File: config.mk
export PLATFORM = sky130hd
export DESIGN_NAME = keymem_req_arbiter
export DESIGN_NICKNAME = d
export VERILOG_FILES = /design/src/rtl/keymem_arb_pkg.sv /design/src/rtl/keymem_req_arbiter_rr_arbiter.sv /design/src/rtl/keymem_req_arbiter.sv
export SDC_FILE = /design/constraint.sdc
export NUM_CORES = 1
export LEC_CHECK = 0
export ABC_CLOCK_PERIOD_IN_PS = 4300
export BUFFER_PORTS_ARGS = -buffer_cell sky130_fd_sc_hd__buf_4
export CAP_MARGIN = 20
export CORE_AREA = 2 2 266 268
export DETAILED_ROUTE_END_ITERATION = 10
export DIE_AREA = 0 0 268 270
export PLACE_DENSITY = 0.46
export SYNTH_ARGS = -nofsm -noshare
export SYNTH_HDL_FRONTEND = slang
export SYNTH_SLANG_ARGS = --single-unit
File: constraint.sdc
create_clock -name key_clk -period 4.3 [get_ports key_clk]
set_input_delay 0.645 -clock key_clk [delete_from_list [all_inputs] [get_ports key_clk]]
set_output_delay 0.645 -clock key_clk [all_outputs]
set_load 0.05 [all_outputs]
File: src/rtl/keymem_arb_pkg.sv
// rtl/keymem_arb_pkg.sv - shared widths and FSM state type for the key request arbiter
package keymem_arb_pkg;

    localparam int KEY_ID_WIDTH = 32;
    localparam int KEY_WIDTH    = 256;

    typedef enum logic [1:0] {
        IDLE  = 2'd0,
        ISSUE = 2'd1,
        WAIT  = 2'd2,
        RESP  = 2'd3
    } arb_state_e;

endpackage

File: src/rtl/keymem_req_arbiter_rr_arbiter.sv
// rtl/keymem_req_arbiter_rr_arbiter.sv - combinational round-robin picker starting after last_grant
module rr_arbiter
    import keymem_arb_pkg::*;
#(
    parameter int NUM_PATHS = 4,
    parameter int GRANT_W   = 2
) (
    input  logic [NUM_PATHS-1:0] req,
    input  logic [GRANT_W-1:0]   last_grant,
    output logic [GRANT_W-1:0]   grant,
    output logic                 any_req
);

    logic [GRANT_W-1:0] idx;

    // Walk from the farthest offset down so the nearest requester after last_grant wins.
    always_comb begin
        grant   = '0;
        any_req = 1'b0;
        idx     = '0;
        for (int off = NUM_PATHS; off >= 1; off--) begin
            idx = GRANT_W'((int'(last_grant) + off) % NUM_PATHS);
            if (req[idx]) begin
                grant   = idx;
                any_req = 1'b1;
            end
        end
    end

endmodule

File: src/rtl/keymem_req_arbiter.sv
// rtl/keymem_req_arbiter.sv - round-robin key lookup arbiter onto one keymem port; optional KEYMEM_ARB_TIMEOUT_EN
module keymem_req_arbiter
    import keymem_arb_pkg::*;
#(
    parameter int NUM_PATHS      = 4,
    parameter int TIMEOUT_CYCLES = 1024
) (
    input  logic                           key_clk,
    input  logic                           key_aresetn,
    input  logic [NUM_PATHS-1:0]           path_key_req,
    input  logic [NUM_PATHS*KEY_ID_WIDTH-1:0] path_key_id,
    output logic [NUM_PATHS-1:0]           path_key_ack,
    output logic [NUM_PATHS-1:0]           path_key_err,
    output logic [KEY_WIDTH-1:0]           path_key,
    output logic                           km_key_req,
    output logic [KEY_ID_WIDTH-1:0]        km_key_id,
    input  logic                           km_key_ack,
    input  logic [KEY_WIDTH-1:0]           km_key,
    output logic                           busy
);

    localparam int GRANT_W = $clog2(NUM_PATHS);

    if (NUM_PATHS < 2 || NUM_PATHS > 12 || TIMEOUT_CYCLES < 2) begin : g_bad_param
        $error("keymem_req_arbiter: unsupported NUM_PATHS or TIMEOUT_CYCLES");
    end

    arb_state_e              state, state_d;
    logic [GRANT_W-1:0]      grant, grant_d, last_grant, last_grant_d, pick;
    logic                    pick_valid;
    logic [KEY_ID_WIDTH-1:0] ids [NUM_PATHS];
    logic [KEY_ID_WIDTH-1:0] km_key_id_d;
    logic [KEY_WIDTH-1:0]    path_key_d;
    logic [NUM_PATHS-1:0]    ack_d, err_d;
    logic                    km_key_req_d, busy_d, timed_out;

    for (genvar i = 0; i < NUM_PATHS; i++) begin : g_ids
        assign ids[i] = path_key_id[i*KEY_ID_WIDTH +: KEY_ID_WIDTH];
    end

    rr_arbiter #(
        .NUM_PATHS (NUM_PATHS),
        .GRANT_W   (GRANT_W)
    ) u_rr (
        .req        (path_key_req),
        .last_grant (last_grant),
        .grant      (pick),
        .any_req    (pick_valid)
    );

`ifdef KEYMEM_ARB_TIMEOUT_EN
    localparam int CNT_W = $clog2(TIMEOUT_CYCLES);
    logic [CNT_W-1:0] wait_cnt, wait_cnt_d;

    always_comb begin
        wait_cnt_d = wait_cnt;
        if (state == ISSUE)
            wait_cnt_d = '0;
        else if (state == WAIT)
            wait_cnt_d = wait_cnt + 1'b1;
    end

    always_ff @(posedge key_clk or negedge key_aresetn) begin
        if (!key_aresetn)
            wait_cnt <= '0;
        else
            wait_cnt <= wait_cnt_d;
    end

    assign timed_out = (wait_cnt == CNT_W'(TIMEOUT_CYCLES - 1));
`else
    assign timed_out = 1'b0;
`endif

    always_comb begin
        state_d      = state;
        grant_d      = grant;
        last_grant_d = last_grant;
        km_key_id_d  = km_key_id;
        path_key_d   = path_key;
        km_key_req_d = 1'b0;
        ack_d        = '0;
        err_d        = '0;
        unique case (state)
            IDLE: begin
                if (pick_valid) begin
                    grant_d      = pick;
                    km_key_id_d  = ids[pick];
                    km_key_req_d = 1'b1;
                    state_d      = ISSUE;
                end
            end
            ISSUE: state_d = WAIT;
            WAIT: begin
                // A real ack wins over a timeout that expires in the same cycle.
                if (km_key_ack) begin
                    path_key_d   = km_key;
                    ack_d[grant] = 1'b1;
                    state_d      = RESP;
                end else if (timed_out) begin
                    path_key_d   = '0;
                    ack_d[grant] = 1'b1;
                    err_d[grant] = 1'b1;
                    state_d      = RESP;
                end
            end
            RESP: begin
                last_grant_d = grant;
                state_d      = IDLE;
            end
            default: state_d = IDLE;
        endcase
        busy_d = (state_d != IDLE);
    end

    always_ff @(posedge key_clk or negedge key_aresetn) begin
        if (!key_aresetn) begin
            state        <= IDLE;
            grant        <= '0;
            last_grant   <= GRANT_W'(NUM_PATHS - 1);
            km_key_id    <= '0;
            km_key_req   <= 1'b0;
            path_key     <= '0;
            path_key_ack <= '0;
            path_key_err <= '0;
            busy         <= 1'b0;
        end else begin
            state        <= state_d;
            grant        <= grant_d;
            last_grant   <= last_grant_d;
            km_key_id    <= km_key_id_d;
            km_key_req   <= km_key_req_d;
            path_key     <= path_key_d;
            path_key_ack <= ack_d;
            path_key_err <= err_d;
            busy         <= busy_d;
        end
    end

endmodule
==> results.py, run 1 <==
metrics = {
    "outcome": {
        "status": "finished, final reports clean",
    },
    "power": {
        "p_per_area_nw_per_um2": 916,
        "total_leakage_power_uw": 0.0107,
        "max-vdd-ir-drop_mv": 0.420,
    },
    "clocking": {
        "hold_buffers": 0,
        "clk_pin_slew_ns": 0.06,
        "cts_buffers": 39,
        "cts_tree": "done",
        "cts_num_sinks": 300,
        "cts_setup_buffers": 0,
        "cts_max_level": 2,
        "cts_max_path_buffers": 3,
        "cts.repair.resized": 0,
        "root_buffer": "clkbuf_16",
        "insertion_delay_ns": 0.54,
    },
    "logic_synthesis": {
        "synth_area_um2": 12100,
        "synth_ff_type": "dfrtp_1",
        "syn_inst": 1318,
        "synth_area_leaders": "dfrtp_1 62%, nand2_1 25%, mux2i_1 5.4%",
        "yosysMostFrequentCell": "nand2_1",
        "synthArstFlopShare": 1.00,
        "synth_edf_count": 0,
        "netlist.area_leader.share": 0.616,
        "ys_seq_elements": 300,
        "yosysWarnings": 0,
        "ys_seq_area_frac": 0.620,
        "synth_cell_types": 31,
        "post-synth-top-area-cell": "dfrtp_1",
        "syn_avg_cell_area_um2": 9.19,
        "synth_common_cells": "810 x nand2_1, 298 x dfrtp_1, 65 x mux2i_1",
    },
    "grt": {
        "grt_pass1_vias": 11600,
        "grt_max_degree": 102,
        "overflow": 0,
        "antenna_found_initial": 1,
        "grtUsageTotal": 0.126,
        "grt_pass1_wl_um": 70800,
    },
    "critical_path": {
        "ff2ff_setup_slack_ns": 1.84,
        "ff2ff_path_depth": 6,
        "r2r_end": "km_key_id[9]",
        "worstPathMaxFanout": 65,
        "arrival_ns": 2.85,
        "crit_path_start": "last_grant[1]",
        "critical_path.reg2reg.startpoint": "last_grant[1]",
        "critPathLaunchType": "flop",
        "crit_required_ns": 4.69,
        "crit_type": "flop to flop",
        "end_kind": "flop",
    },
    "sta": {
        "hold_violations": 0,
        "tightest_slew_ns": 1.10,
        "setup_violations": 0,
        "fin_tns_setup_ns": 0,
        "rsz0062_at_grt": "no",
        "period_share": 0.571,
        "worst_clock_skew_ns": 0.0118,
        "fmax_mhz": 407,
        "period_needed_ns": 2.46,
        "max_slew_margin": 0.268,
        "finalMaxSlewViolations": 0,
    },
    "route": {
        "initialDrtViolationCount": 612,
        "wl_per_cell_um": 16.1,
        "vias": 11300,
        "detail-route-antenna-nets": 0,
        "route.detailed.drc": 0,
        "via_per_inst": 3.81,
        "drtPass1Iterations": 5,
        "wl_um": 47400,
    },
    "die": {
        "die_w_um": 268,
        "pin_count": 689,
        "start_util": 0.174,
        "fp-row-count": 97,
        "die-area_um2": 72400,
        "core_area_um2": 69500,
        "die-height_um": 270,
    },
    "cells_and_area": {
        "final_core_util": 0.280,
        "synthToLayoutAreaGrowth_pct": 61.0,
        "instances_no_fill": 2950,
        "antenna_cells": 0,
        "nFillCells": 7412,
        "drive_above_1_share": 0.382,
        "fin_nets": 2382,
    },
    "run": {
        "cap_violations": 0,
    },
    "place": {
        "placed_cells": 2886,
        "place_congestion": 0.879,
        "dp_hpwl_um": 35300,
        "io_buffers": 684,
    },
    "min_path": {
        "hold_path.class": "primary input to async pin",
    },
}
## where the power goes
group / internal (uW) / switching (uW) / total (uW)
registers: 4160 / 783 / 4940
logic: 2790 / 7010 / 9800
clock network: 1860 / 1250 / 3110
## routing by layer
layer / global-route usage / up-vias / routed length (um)
li1: - / 5441 / -
met2: 0.221 / 428 / 23600
met5: 0 / - / 13
met1: 0.144 / 5290 / 18500
met4: 0.0459 / 2 / 1590
met3: 0.0356 / 90 / 3720
## worst max-delay path, cell delays in order (launching register included)
cell and delay, ns:
dfstp_2 0.58, nand2b_1 0.12, a21oi_1 0.10, o221ai_4 0.17
buf_4 0.87, mux2i_1 0.32, o221ai_1 0.14
## sequential cells by signal, summed over array words and instances, names as in the netlist
name          cells
grant             2
km_key_id        32
path_key        256
km_key_req        1
state             2
last_grant        2
path_key_ack      4
busy              1
## stage by stage
step                      area (um^2)  worst slack [ns]  power, uW  hold WS [ns]
final                           19500              1.84      17900         0.149
after detailed placement        18300              1.37      14900         0.463
after floorplan                 12100              2.44      11500         0.349
after global placement          18300              1.44      14800         0.459
after CTS                       19500              1.85      18100         0.193
after global routing            19500              1.69      18900         0.217
## placed cells by master, fill, tap and decap left out, types with 7 or more instances in the layout
master / count
nand2_1: 809
dfrtp_1: 298
buf_4: 696
buf_12: 7
mux2i_1: 65
clkbuf_8: 12
o221ai_1: 32
clkbuf_16: 39
clkbuf_1: 8
## cell type report
cell class / count / area, um^2 / area share
Sequential cell: 300 / 7510 / 0.385
Multi-Input combinational cell: 938 / 4200 / 0.216
Clock inverter: 5 / 35.0 / 0.00180
Timing Repair Buffer: 704 / 5380 / 0.276
Inverter: 4 / 15.0 / 0.000770
Clock buffer: 59 / 1170 / 0.0601
Tap cell: 940 / 1180 / 0.0603
## worst max path at each step
stage / endpoint / slack (ns)
final: km_key_id[9] / 1.84
after global routing: km_key_id[9] / 1.69
after CTS: km_key_id[29] / 1.85
after detailed placement: km_key_id[4] / 1.37
after global placement: km_key_id[12] / 1.44
after floorplan: km_key_id[10] / 2.44
## logic make-up (layout without fill, tap and decap cells)
kind of cell | after synthesis | after routing | share of synthesized area
buffers and inverters | 83 | 772 | 0.0352
flip-flops | 300 | 300 | 0.620
AND/OR/NAND/NOR | 824 | 824 | 0.257
other | 1 | 4 | 0.000310
adder cells (fa/ha/maj) | 4 | 4 | 0.00413
AO/OA/AOI/OAI | 40 | 40 | 0.0280
multiplexers | 66 | 66 | 0.0547
(Power assumes the default switching activity.)
==> inputs of run 2 (changes only) <==
--- a/config.mk
+++ b/config.mk
@@ -5,13 +5,13 @@
 export SDC_FILE = /design/constraint.sdc
 export NUM_CORES = 1
 export LEC_CHECK = 0
-export ABC_CLOCK_PERIOD_IN_PS = 4300
+export ABC_CLOCK_PERIOD_IN_PS = 2500
 export BUFFER_PORTS_ARGS = -buffer_cell sky130_fd_sc_hd__buf_4
 export CAP_MARGIN = 20
-export CORE_AREA = 2 2 266 268
+export CORE_AREA = 2 2 270 272
 export DETAILED_ROUTE_END_ITERATION = 10
-export DIE_AREA = 0 0 268 270
-export PLACE_DENSITY = 0.46
+export DIE_AREA = 0 0 272 274
+export PLACE_DENSITY = 0.45
 export SYNTH_ARGS = -nofsm -noshare
 export SYNTH_HDL_FRONTEND = slang
 export SYNTH_SLANG_ARGS = --single-unit
==> constraint.sdc (replaced) <==
create_clock -name key_clk -period 2.5 [get_ports key_clk]
set_input_delay 0.375 -clock key_clk [delete_from_list [all_inputs] [get_ports key_clk]]
set_output_delay 0.375 -clock key_clk [all_outputs]
set_load 0.05 [all_outputs]
==> results.py, run 2 (synthesized netlist as in run 1, its figures left out) <==
metrics = {
    "place": {
        "io_buffers": 684,
        "dp_hpwl_um": 36400,
        "dpl_cell_area_um2": 18500,
        "place_congestion": 0.870,
    },
    "route": {
        "wl_per_cell_um": 15.6,
        "drtPass1Iterations": 5,
        "wl_um": 50000,
        "detail-route-antenna-nets": 0,
        "vias": 12200,
        "via_per_inst": 3.81,
        "initialDrtViolationCount": 494,
        "route.detailed.drc": 0,
    },
    "die": {
        "die-area_um2": 74500,
        "start_util": 0.168,
        "pin_count": 689,
        "die-height_um": 274,
        "fp-row-count": 99,
        "die_w_um": 272,
        "core_area_um2": 72000,
    },
    "critical_path": {
        "ff2ff_path_depth": 7,
        "critPathLaunchType": "flop",
        "arrival_ns": 2.41,
        "worstPathMaxFanout": 23,
        "cp_cell_sequence": "nand2b_1 -> a21oi_1 -> o221ai_4 -> buf_12 -> buf_4 -> mux2i_1 -> o221ai_1",
        "r2r_end": "km_key_id[20]",
        "cp_num_cells": 7,
        "cpMaxStageDelayCell": "dfstp_2",
        "end_kind": "flop",
        "critical_path.top_delay_family": "flip-flops",
        "crit_path_start": "last_grant[1]",
        "worstSetupEndpoint": "km_key_id[20]",
        "cp_slowest_stage_delay_ns": 0.58,
        "critical_path.reg2reg.startpoint": "last_grant[1]",
        "critPathBufInv": 2,
        "ff2ff_setup_slack_ns": 0.47,
        "crit_required_ns": 2.88,
        "crit_type": "flop to flop",
    },
    "min_path": {
        "hold_path.class": "primary input to flop",
        "min_path_cells": 3,
    },
    "cells_and_area": {
        "fin_nets": 2608,
        "drive_above_1_share": 0.347,
        "final_core_util": 0.304,
        "layout_commonest_cell": "nand2_1",
        "top_register": "path_key",
        "synthToLayoutAreaGrowth_pct": 80.6,
        "largest_reg_flops": 256,
        "final_cell_mix": "809 x nand2_1, 697 x buf_4, 298 x dfrtp_1, 216 x dlygate4sd3_1, 65 x mux2i_1",
        "reg_top3": "path_key x256, km_key_id x32, path_key_ack x4",
        "fin_area_um2": 21900,
    },
    "grt": {
        "grtUsageTotal": 0.128,
        "grt_pass1_vias": 12900,
        "grt_max_degree": 84,
        "overflow": 0,
        "grt_pass1_wl_um": 74800,
        "antenna_found_initial": 2,
    },
    "power": {
        "max-vdd-ir-drop_mv": 0.718,
        "p_comb_frac": 0.558,
        "p_per_area_nw_per_um2": 1430,
        "p_clk_frac": 0.170,
        "total_power_uw": 31300,
        "p_seq_frac": 0.271,
        "swShare": 0.505,
        "total_leakage_power_uw": 0.0117,
        "power.net_switching_uw": 15800,
        "power.internal_uw": 15500,
    },
    "clocking": {
        "hold_buffers": 216,
        "cts_buffers": 38,
        "cts.repair.resized": 0,
        "clk_pin_slew_ns": 0.06,
        "cts_tree": "done",
        "cts_max_level": 2,
        "cts_max_path_buffers": 3,
        "cts_setup_buffers": 0,
        "cts_num_sinks": 300,
        "root_buffer": "clkbuf_16",
        "insertion_delay_ns": 0.55,
    },
    "sta": {
        "fmax_mhz": 493,
        "fin_tns_setup_ns": 0,
        "period_share": 0.812,
        "hold_violations": 0,
        "finalMaxSlewViolations": 0,
        "rsz0062_at_grt": "no",
        "setup_violations": 0,
        "worst_clock_skew_ns": 0.0167,
        "period_needed_ns": 2.03,
        "fin_hold_ws_ns": 0.0437,
    },
    "run": {
        "cap_violations": 0,
    },
    "outcome": {
        "status": "finished, final reports clean",
    },
}
[run 2: cell count changes in the layout (fill, tap and decap cells not counted), sizes merged]
cell         previous run  this run
clkbuf                 59        57
dlygate4sd3             0       216
buf                   704       715
inv                     5         6
diode                   0         3
bufinv                  0         1
clkinv                  3         6
[run 2: power groups by stage]
stage | combinational, uW | sequential, uW | clock, uW
floorplan | 3710 | 16000 | 0
global placement | 17300 | 8490 | 0
global route | 18500 | 8790 | 5770
finish | 17500 | 8490 | 5330
CTS | 17700 | 8500 | 5580
detailed placement | 17400 | 8520 | 0
[run 2: tightest hold or removal path: cells and delay by family]
family / cells / cell delay (ns)
buffers and inverters: 1 / 0.08
AND/OR/NAND/NOR: 2 / 0.10
[run 2: area by class of cell]
| cell class | instances | area, um^2 |
|---|---|---|
| clock buffer | 57 | 1090 |
| antenna | 3 | 7.51 |
| timing repair buffer | 931 | 7750 |
| clock inverter | 10 | 85.1 |
| multi-input combinational | 938 | 4200 |
| tap | 959 | 1200 |
| inverter | 4 | 15.0 |
| fill | 7561 | 50100 |
| sequential | 300 | 7510 |
[run 2: worst min path at each step]
stage	from	to
6_report	km_key[126]	path_key[126]
5_1_grt	km_key[188]	path_key[188]
4_1_cts	km_key[216]	path_key[216]
3_5_place_dp	key_aresetn	path_key[238]
3_3_place_gp	key_aresetn	path_key[238]
2_1_floorplan	key_aresetn	busy
[run 2: layer usage]
| metal | up-vias | GRT usage | share of wire |
|---|---|---|---|
| li1 | 5905 | - | - |
| met1 | 5761 | 0.151 | 0.40 |
| met2 | 440 | 0.220 | 0.50 |
| met3 | 88 | 0.0335 | 0.071 |
| met4 | 0 | 0.0541 | 0.038 |
| met5 | - | 0 | 0 |
[run 2: metrics by stage]
step                      cells  worst slack, ns
after floorplan            1321            0.803
after global placement     2916            0.533
after detailed placement   2916            0.472
after CTS                  3199            0.457
after global routing       3201            0.343
final                      3202            0.470
